[config.mk]
export PLATFORM = sky130hd
export DESIGN_NAME = gpu_cmd_ctrl
export DESIGN_NICKNAME = d
export VERILOG_FILES = /design/src/rtl/gpu_pkg.sv /design/src/rtl/gpu_text_cursor.sv /design/src/rtl/gpu_cmd_ctrl.sv
export SDC_FILE = /design/constraint.sdc
export NUM_CORES = 1
export LEC_CHECK = 0
export ABC_AREA = 1
export ABC_CLOCK_PERIOD_IN_PS = 2650
export CORE_MARGIN = 1.5
export CORE_UTILIZATION = 56
export CTS_CLUSTER_DIAMETER = 100
export DETAILED_ROUTE_END_ITERATION = 16
export HOLD_SLACK_MARGIN = 0.1
export PLACE_DENSITY_LB_ADDON = 0.25
export RECOVER_POWER = 25
export SYNTH_ARGS = -nofsm -noshare
export SYNTH_HDL_FRONTEND = slang
export SYNTH_SLANG_ARGS = --single-unit
[constraint.sdc]
create_clock -name clk -period 2.65 [get_ports clk]
set_input_delay 0.795 -clock clk [delete_from_list [all_inputs] [get_ports clk]]
set_output_delay 0.795 -clock clk [all_outputs]
set_load 0.01 [all_outputs]
[src/rtl/gpu_pkg.sv]
// Shared types and constants for the text-mode GPU command path.
package gpu_pkg;

  localparam int TEXT_W_DEF = 80;
  localparam int TEXT_H_DEF = 60;

  typedef enum logic [1:0] {
    OP_STORE   = 2'b00,
    OP_MOVE    = 2'b01,
    OP_DISPLAY = 2'b10,
    OP_CLEAR   = 2'b11
  } op_e;

  typedef enum logic [1:0] {
    ST_IDLE      = 2'd0,
    ST_CLEAR     = 2'd1,
    ST_SWAP_WAIT = 2'd2
  } state_e;

  function automatic int cell_count(input int w, input int h);
    return w * h;
  endfunction

  localparam int CELLS_DEF = cell_count(TEXT_W_DEF, TEXT_H_DEF);

endpackage

[src/rtl/gpu_text_cursor.sv]
// Text cursor: column/row registers with advance, relative move (mod size) and home.
module gpu_text_cursor
  import gpu_pkg::*;
#(
  parameter int TEXT_W = TEXT_W_DEF,
  parameter int TEXT_H = TEXT_H_DEF
) (
  input  logic       clk,
  input  logic       reset,
  input  logic       advance,
  input  logic       move,
  input  logic       home,
  input  logic [7:0] move_data,
  output logic [6:0] cur_x,
  output logic [5:0] cur_y
);

  localparam logic [7:0] XW     = 8'(TEXT_W);
  localparam logic [7:0] XW2    = 8'(2 * TEXT_W);
  localparam logic [6:0] YH     = 7'(TEXT_H);
  localparam logic [6:0] X_LAST = 7'(TEXT_W - 1);
  localparam logic [5:0] Y_LAST = 6'(TEXT_H - 1);

  // Sum of a column and a 7-bit offset never reaches 3*TEXT_W, so two compares suffice.
  function automatic logic [6:0] wrap_x(input logic [7:0] s);
    if (s >= XW2)     return 7'(s - XW2);
    else if (s >= XW) return 7'(s - XW);
    else              return s[6:0];
  endfunction

  function automatic logic [5:0] wrap_y(input logic [6:0] s);
    if (s >= YH) return 6'(s - YH);
    else         return s[5:0];
  endfunction

  logic [7:0] x_sum;
  logic [6:0] y_sum;

  assign x_sum = {1'b0, cur_x} + {1'b0, move_data[6:0]};
  assign y_sum = {1'b0, cur_y} + {1'b0, move_data[5:0]};

  always_ff @(posedge clk or posedge reset) begin
    if (reset) begin
      cur_x <= '0;
      cur_y <= '0;
    end else if (home) begin
      cur_x <= '0;
      cur_y <= '0;
    end else if (advance) begin
      if (cur_x == X_LAST) begin
        cur_x <= '0;
        cur_y <= (cur_y == Y_LAST) ? '0 : cur_y + 6'd1;
      end else begin
        cur_x <= cur_x + 7'd1;
      end
    end else if (move) begin
      if (move_data[7]) cur_x <= wrap_x(x_sum);
      else              cur_y <= wrap_y(y_sum);
    end
  end

endmodule

[src/rtl/gpu_cmd_ctrl.sv]
// Host command sequencer: drives the glyph RAM write port and defers buffer swaps to vblank.
module gpu_cmd_ctrl
  import gpu_pkg::*;
#(
  parameter int TEXT_W = TEXT_W_DEF,
  parameter int TEXT_H = TEXT_H_DEF,
  parameter int ADDR_W = 13
) (
  input  logic              clk,
  input  logic              reset,
  input  logic              cmd_valid,
  output logic              cmd_ready,
  input  logic [1:0]        cmd_op,
  input  logic [7:0]        cmd_data,
  input  logic              vblank_start,
  output logic              wr_en,
  output logic              wr_bank,
  output logic [ADDR_W-1:0] wr_addr,
  output logic [7:0]        wr_data,
  output logic              active_buf,
  output logic [6:0]        cursor_x,
  output logic [5:0]        cursor_y,
  output logic              busy
);

  localparam int                CELLS     = cell_count(TEXT_W, TEXT_H);
  localparam logic [ADDR_W-1:0] LAST_ADDR = ADDR_W'(CELLS - 1);

  state_e            state, state_d;
  logic              wr_en_d, active_d;
  logic [ADDR_W-1:0] wr_addr_d, clr_cnt, clr_cnt_d, store_addr;
  logic [7:0]        wr_data_d, fill, fill_d;
  logic              clr_done, clr_done_d;
  logic              cur_adv, cur_move, cur_home;

  assign cmd_ready  = (state == ST_IDLE);
  assign busy       = (state != ST_IDLE);
  assign wr_bank    = ~active_buf;
  assign store_addr = ADDR_W'(cursor_y) * ADDR_W'(TEXT_W) + ADDR_W'(cursor_x);

  gpu_text_cursor #(
    .TEXT_W(TEXT_W),
    .TEXT_H(TEXT_H)
  ) u_cursor (
    .clk      (clk),
    .reset    (reset),
    .advance  (cur_adv),
    .move     (cur_move),
    .home     (cur_home),
    .move_data(cmd_data),
    .cur_x    (cursor_x),
    .cur_y    (cursor_y)
  );

  always_comb begin
    state_d    = state;
    wr_en_d    = 1'b0;
    wr_addr_d  = wr_addr;
    wr_data_d  = wr_data;
    active_d   = active_buf;
    fill_d     = fill;
    clr_cnt_d  = clr_cnt;
    clr_done_d = clr_done;
    cur_adv    = 1'b0;
    cur_move   = 1'b0;
    cur_home   = 1'b0;
    unique case (state)
      ST_IDLE: begin
        if (cmd_valid) begin
          case (op_e'(cmd_op))
            OP_STORE: begin
              wr_en_d   = 1'b1;
              wr_addr_d = store_addr;
              wr_data_d = cmd_data;
              cur_adv   = 1'b1;
            end
            OP_MOVE:    cur_move = 1'b1;
            OP_DISPLAY: state_d  = ST_SWAP_WAIT;
            OP_CLEAR: begin
              state_d    = ST_CLEAR;
              fill_d     = cmd_data;
              clr_cnt_d  = '0;
              clr_done_d = 1'b0;
            end
            default: ;
          endcase
        end
      end
      // clr_done marks that the last cell write is on the port; leave the cycle after it.
      ST_CLEAR: begin
        if (clr_done) begin
          state_d  = ST_IDLE;
          cur_home = 1'b1;
        end else begin
          wr_en_d    = 1'b1;
          wr_addr_d  = clr_cnt;
          wr_data_d  = fill;
          clr_cnt_d  = clr_cnt + 1'b1;
          clr_done_d = (clr_cnt == LAST_ADDR);
        end
      end
      ST_SWAP_WAIT: begin
        if (vblank_start) begin
          active_d = ~active_buf;
          state_d  = ST_IDLE;
        end
      end
      default: state_d = ST_IDLE;
    endcase
  end

  always_ff @(posedge clk or posedge reset) begin
    if (reset) begin
      state      <= ST_IDLE;
      wr_en      <= 1'b0;
      wr_addr    <= '0;
      wr_data    <= '0;
      active_buf <= 1'b0;
      clr_cnt    <= '0;
      clr_done   <= 1'b0;
    end else begin
      state      <= state_d;
      wr_en      <= wr_en_d;
      wr_addr    <= wr_addr_d;
      wr_data    <= wr_data_d;
      active_buf <= active_d;
      clr_cnt    <= clr_cnt_d;
      clr_done   <= clr_done_d;
    end
  end

  always_ff @(posedge clk) begin
    fill <= fill_d;
  end

endmodule

After elaboration in Yosys (flattened, before gate mapping)

Index checks and enable logic that the tools add are counted.

Flip-flop bits (word level): 60
Input bits: 14
Output and inout bits: 39
Logic and storage cells: 100

$add $sub $neg: 9
$mul: 1
Order comparisons: 3
Eq/ne operators: 17
Mux-type cells: 45
Bitwise gates (word level): 1
Reductions and logical operators: 14

Operators by type and width:

| cell                    | count |
|---|---|
| $mux W13                | 6 |
| $pmux W13 S2            | 2 |
| $mux W7                 | 7 |
| $mux W6                 | 7 |
| $mux W8                 | 3 |
| $pmux W8 S2             | 1 |
| $add A13 B1 Y13 const B | 1 |
| $add A13 B7 Y13         | 1 |
| $eq A13 B13 Y1 const B  | 1 |
| $mux W1                 | 12 |
| $reduce_and A4 Y1       | 3 |
| $mul A6 B3 Y9 const B   | 1 |
| $ne A3 B1 Y1 const B    | 3 |
| $reduce_and A3 Y1       | 3 |
| $add A7 B7 Y8           | 1 |
| $ge A8 B7 Y1 const B    | 1 |
| $ge A8 B8 Y1 const B    | 1 |
| $ne A2 B2 Y1 const B    | 4 |
| $add A6 B6 Y7           | 1 |
| $add A7 B1 Y7 const B   | 1 |
| $eq A7 B7 Y1 const B    | 1 |
| $ge A7 B6 Y1 const B    | 1 |
| $sub A7 B6 Y7 const B   | 1 |
| $sub A7 B7 Y7 const B   | 1 |
| other kinds (15)        | 26 |

Depth between registers and ports, before layout

Word-level depth: 8
Mapped depth: 19
Mapped depth without buffers: 19

Hierarchy

Synthesis repeated with hierarchy kept, for this count alone.

Cell total of the unflattened synthesis: 570
Area total of the unflattened synthesis: 4,241.6 um2

Modules (own cells, without submodules):

| module          | times used | cells each | area an instance (um2) | sequential area each (um2) |
|---|---|---|---|---|
| gpu_cmd_ctrl    | 1          | 323        | 2,645.0                | 1,216.2 |
| gpu_text_cursor | 1          | 247        | 1,596.5                | 325.3 |

Worst setup path before layout

Ideal clock, no wire load.

Path kind: input to register
Start point: input port cmd_data[0]
End point: register u_cursor.cur_x[5]
Library setup time: 0.116 ns
Arrival: 2.496 ns
Data required time: 2.534 ns
Slack: 0.038 ns
Stages on the path: 19
Buffers on the path: 0
Path through: ha_1 -> fa_1 -> nand2_1 -> nand2_1 -> nand2_1 -> nand2_1 -> nand2_1 -> ha_1 -> inv_1 -> nand3_1 -> nand2_1 -> inv_1 -> nand2_1 -> nand2_1 -> nand3_1 -> nand2_1 -> nand2_1 -> nand2_1 -> nand2_1

Cells in the longest elaborated chain, start to end: 8
Elaborated cells on any way between the ends: 11
Classes of those cells: add/sub (3); order compare (2); mux (6)

RTL lines:

| item                                          | line                  | text |
|---|---|---|
| start, declared                               | gpu_cmd_ctrl.sv:14    | `input logic [7:0] cmd_data,` |
| $add A7 B7 Y8 (*)                             | gpu_text_cursor.sv:39 | `assign x_sum = {1'b0, cur_x} + {1'b0, move_data[6:0]};` |
| $sub A7 B7 Y7 or $ge A8 B7 Y1 (tied branches) | gpu_text_cursor.sv:27 | `else if (s >= XW) return 7'(s - XW);` |
| $mux W7                                       | gpu_text_cursor.sv:27 |  |
| $mux W7 (*)                                   | gpu_text_cursor.sv:26 | `if (s >= XW2) return 7'(s - XW2);` |
| $mux W7 (*)                                   | gpu_text_cursor.sv:57 | `if (move_data[7]) cur_x <= wrap_x(x_sum);` |
| $mux W7 (*)                                   | gpu_text_cursor.sv:56 | `end else if (move) begin` |
| $mux W7 (*)                                   | gpu_text_cursor.sv:49 | `end else if (advance) begin` |
| $mux W7 (*)                                   | gpu_text_cursor.sv:46 | `end else if (home) begin` |
| end signal, assigned                          | gpu_text_cursor.sv:54 | `cur_x <= cur_x + 7'd1;` |
| end signal, assigned                          | gpu_text_cursor.sv:57 |  |
| end, declared                                 | gpu_text_cursor.sv:14 | `output logic [6:0] cur_x,` |

Mark *: on every way between the ends. The rest lies on a longest branch, timed or not. The select of a mux whose other input is x is not followed.
A chain may end at the register's enable or synchronous reset.

Worst setup path in the final report

Start point: input port cmd_data[1]
End point: register u_cursor.cur_x[4]

Same word-level chain as after synthesis.

==> results.toml <==
[detailed_routing]
first_pass_iters = 5
drtAntennaViolNets = 0
via_per_inst = 5.63
routedWlPerCell_um = 15.2
vias = 4233
drt-initial-drc-count = 241
drcViolationCount = 0
drt-total-wl_um = 11400

[critical_path]
critPathLaunchType = "primary input"
timing.rr.start = "u_cursor.cur_y[2]$_DFFE_PP0P_"
crit_path_end_kind = "register"
slowest_stage = "fa_2"
cp.required_ps = 2880
worstPathCellList = "clkbuf_1, fa_2, or2_2, nor2_2, nand3_1, nor2_1, nand3_1, nand2_2, a21oi_1, o21ai_2, nand2_1"
critPathMaxFanout = 5
cp.arrival_ps = 2790
critPathLaunch = "cmd_data[1]"
critPathKind = "primary input to register"
rrSetupSlack_ps = 200
slowest_delay_ps = 530
r2r_cells = 9
cp_common_cell = "nand3_1"
reg2reg_to = "wr_addr[12]$_DFFE_PP0P_"

[power_and_ir_drop]
power_switching_w = 0.00308
power.internal_w = 0.00363
vdd_drop_max_mv = 0.787
combinationalPowerShare_pct = 66.8
switching_share_pct = 45.9
pwr-share-clk_pct = 10.2
p_total_w = 0.00671
power.leakage_nw = 2.58
p_seq_share_pct = 23.0
power_density_nw_per_um2 = 1220

[final_layout]
area_delta_synth_final_pct = 30.1
fillCellCount = 548
multiInputGateArea_um2 = 2530
diodes = 0
regArea_um2 = 1540
final_cells = 752
drive_above_1_share_pct = 19.9
nNetsFinal = 696
finalInstanceArea_um2 = 5510

[global_route]
groute.usage.overall_pct = 28.9
met1_usage_pct = 34.5
grt_busiest_layer = "met2"
first_global_vias = 4140
grt_max_degree = 53
grt_pass1_wl_um = 18900
use_met2_pct = 50.5
antenna_found_initial = 0
overflow = 0
met3_usage_pct = 5.50

[floorplan]
die-area_um2 = 8090
start_util_pct = 58.0
rows = 31
num_io_pins = 53
core_um2 = 7290
die_h_um = 89.9
dieWidth_um = 89.9

[cts]
cts.sinks = 60
cts_buffer_depth = 2
cts_max_level = 3
cts_buffers = 9
root_buffer = "clkbuf_8"
cts_tree = "yes"
clock_latency_ps = 340
clk_pin_slew_ps = 70

[place]
finalWeightedCongestion = 0.966
portBuffers = 52
dp_cells = 734
placed_area_um2 = 5190
dpl.hpwl_um = 8390

[yosys]
syn_inst = 545
yosys.area.top_type = "dfrtp_1"
synth_cell_type_count = 47
syn-cell-area_um2 = 4230
synth.most_common_cell = "nand2_1"
ys_ff_latch = 60
ys_seq_area_share_pct = 36.4
synth_edf_count = 8
synth_common_cells = "nand2_1 (128), inv_1 (62), dfrtp_1 (52)"
postSynthAreaPerCell_um2 = 7.77
yosys_warnings = 0
async_reset_ff_share_pct = 86.7
synth_nets = 593
ys.flop_type = "dfrtp_1"
synth.top_cell.area_share_pct = 30.7
synth_area_leaders = "dfrtp_1 (31%), nand2_1 (11%), ha_1 (8.9%)"

[sta]
worstMarginPinSlew_ps = 1270
fin_crit_sh_pct = 96.7
clock.fmax_mhz = 390
finalMaxSlewViolations = 0
rsz0062_at_grt = "no"
setup_viol = 0
relSlewSlack_pct = 15.3
fin_skew_ps = 5.49
hold_viol = 0
min_period_ps = 2560
finalSetupTns_ps = 0

[job]
drv_cap = 0

[hold_path]
hold_path.class = "register to register"
hp-start = "wr_addr[11]$_DFFE_PP0P_"
min_path_cells = 2
hold_path_end = "wr_addr[11]$_DFFE_PP0P_"

[run_status]
status = "finished, final reports clean"
how the worst max path moves through the flow:
stage | end | slack [ps] | depth (start not counted)
6_report | u_cursor.cur_x[4]$_DFFE_PP0P_ | 90 | 11
4_1_cts | u_cursor.cur_y[3]$_DFFE_PP0P_ | 4 | 15
3_3_place_gp | u_cursor.cur_x[5]$_DFFE_PP0P_ | -510 | 20
2_1_floorplan | u_cursor.cur_x[5]$_DFFE_PP0P_ | 40 | 19
5_1_grt | u_cursor.cur_y[3]$_DFFE_PP0P_ | 10 | 16
3_5_place_dp | u_cursor.cur_x[5]$_DFFE_PP0P_ | -640 | 20
placed cells by master (no fill, tap or decap), drive strengths merged:
master and instances:
nand2 133, inv 71, nor2 54, dfrtp 52
buf 49, clkdlybuf4s50 46, nand3 40, a21oi 38
o21ai 34, ha 30, clkbuf 14, a31oi 13
xor2 12, nor3 12, edfxtp 8, nand4 5
clkinv 5, nand3b 4, xnor2 4, fa 4
o211ai 3, o31ai 2, or2 2, o221ai 2
o21a 2, clkinvlp 2, nor4 1, a22oi 1
and2 1, o22ai 1, a22o 1, o2111ai 1
a21o 1, o41ai 1, and3 1, dlygate4sd3 1
dlymetal6s2s 1, dlygate4sd2 1
flip-flops by register name, indices dropped and copies added (netlist names):
register / flops
active_buf: 1
wr_addr: 13
fill: 8
u_cursor.cur_y: 6
clr_cnt: 13
u_cursor.cur_x: 7
state: 2
clr_done: 1
wr_en: 1
wr_data: 8
kinds of logic (layout without fill, tap and decap cells):
logic type	after synthesis	after routing	share of synthesized area, %
simple gates	253	253	28.2
compound gates	100	100	13.6
buf+inv	82	190	7.74
flops	60	60	36.4
fa+ha+maj	34	34	10.8
xor+xnor	16	16	3.31
power by group through the flow:
stage                     Clock [W]  Sequential [W]  Combinational [W]
final                      0.000685         0.00154            0.00448
after global routing       0.000738         0.00159            0.00493
after CTS                  0.000694         0.00153            0.00421
after detailed placement          0         0.00154            0.00412
after global placement            0         0.00152            0.00396
after floorplan                   0         0.00165            0.00232
cell type report:
| cell class | instances | share of cell area, % |
|---|---|---|
| inverter | 72 | 4.95 |
| clock inverter | 6 | 0.568 |
| tap | 99 | 2.25 |
| sequential | 60 | 28.0 |
| timing repair buffer | 102 | 15.9 |
| multi-input combinational | 403 | 46.0 |
| clock buffer | 10 | 2.32 |
per-layer routing:
metal / up-vias / wire length (um)
li1: 2024 / -
met1: 2003 / 4390
met2: 171 / 5890
met3: 35 / 724
met4: 0 / 404
met5: - / 0
repair_timing:
action | 4_1_cts | 5_1_grt
resized for setup | 13 | 32
cloned | 0 | 0
setup endpoints to repair | 7 | 8
pin swaps | 1 | 9
setup buffers | 0 | 2
hold buffers | 0 | 0
worst max-delay path: cells and delay by family:
kind,cells,cell delay [ps]
simple gates,7,920
fa+ha+maj,1,530
buf+inv,1,290
compound gates,2,260
stage by stage:
stage          setup slack, ps  hold WS, ps  util [%]
6_report                  86.9          488      75.5
5_1_grt                   13.4          512      75.5
4_1_cts                   3.89          492      74.2
3_5_place_dp              -638          473      71.2
3_3_place_gp              -511          469      71.2
2_1_floorplan             37.9          461         -
No activity file was read; power rests on OpenSTA's default activity.
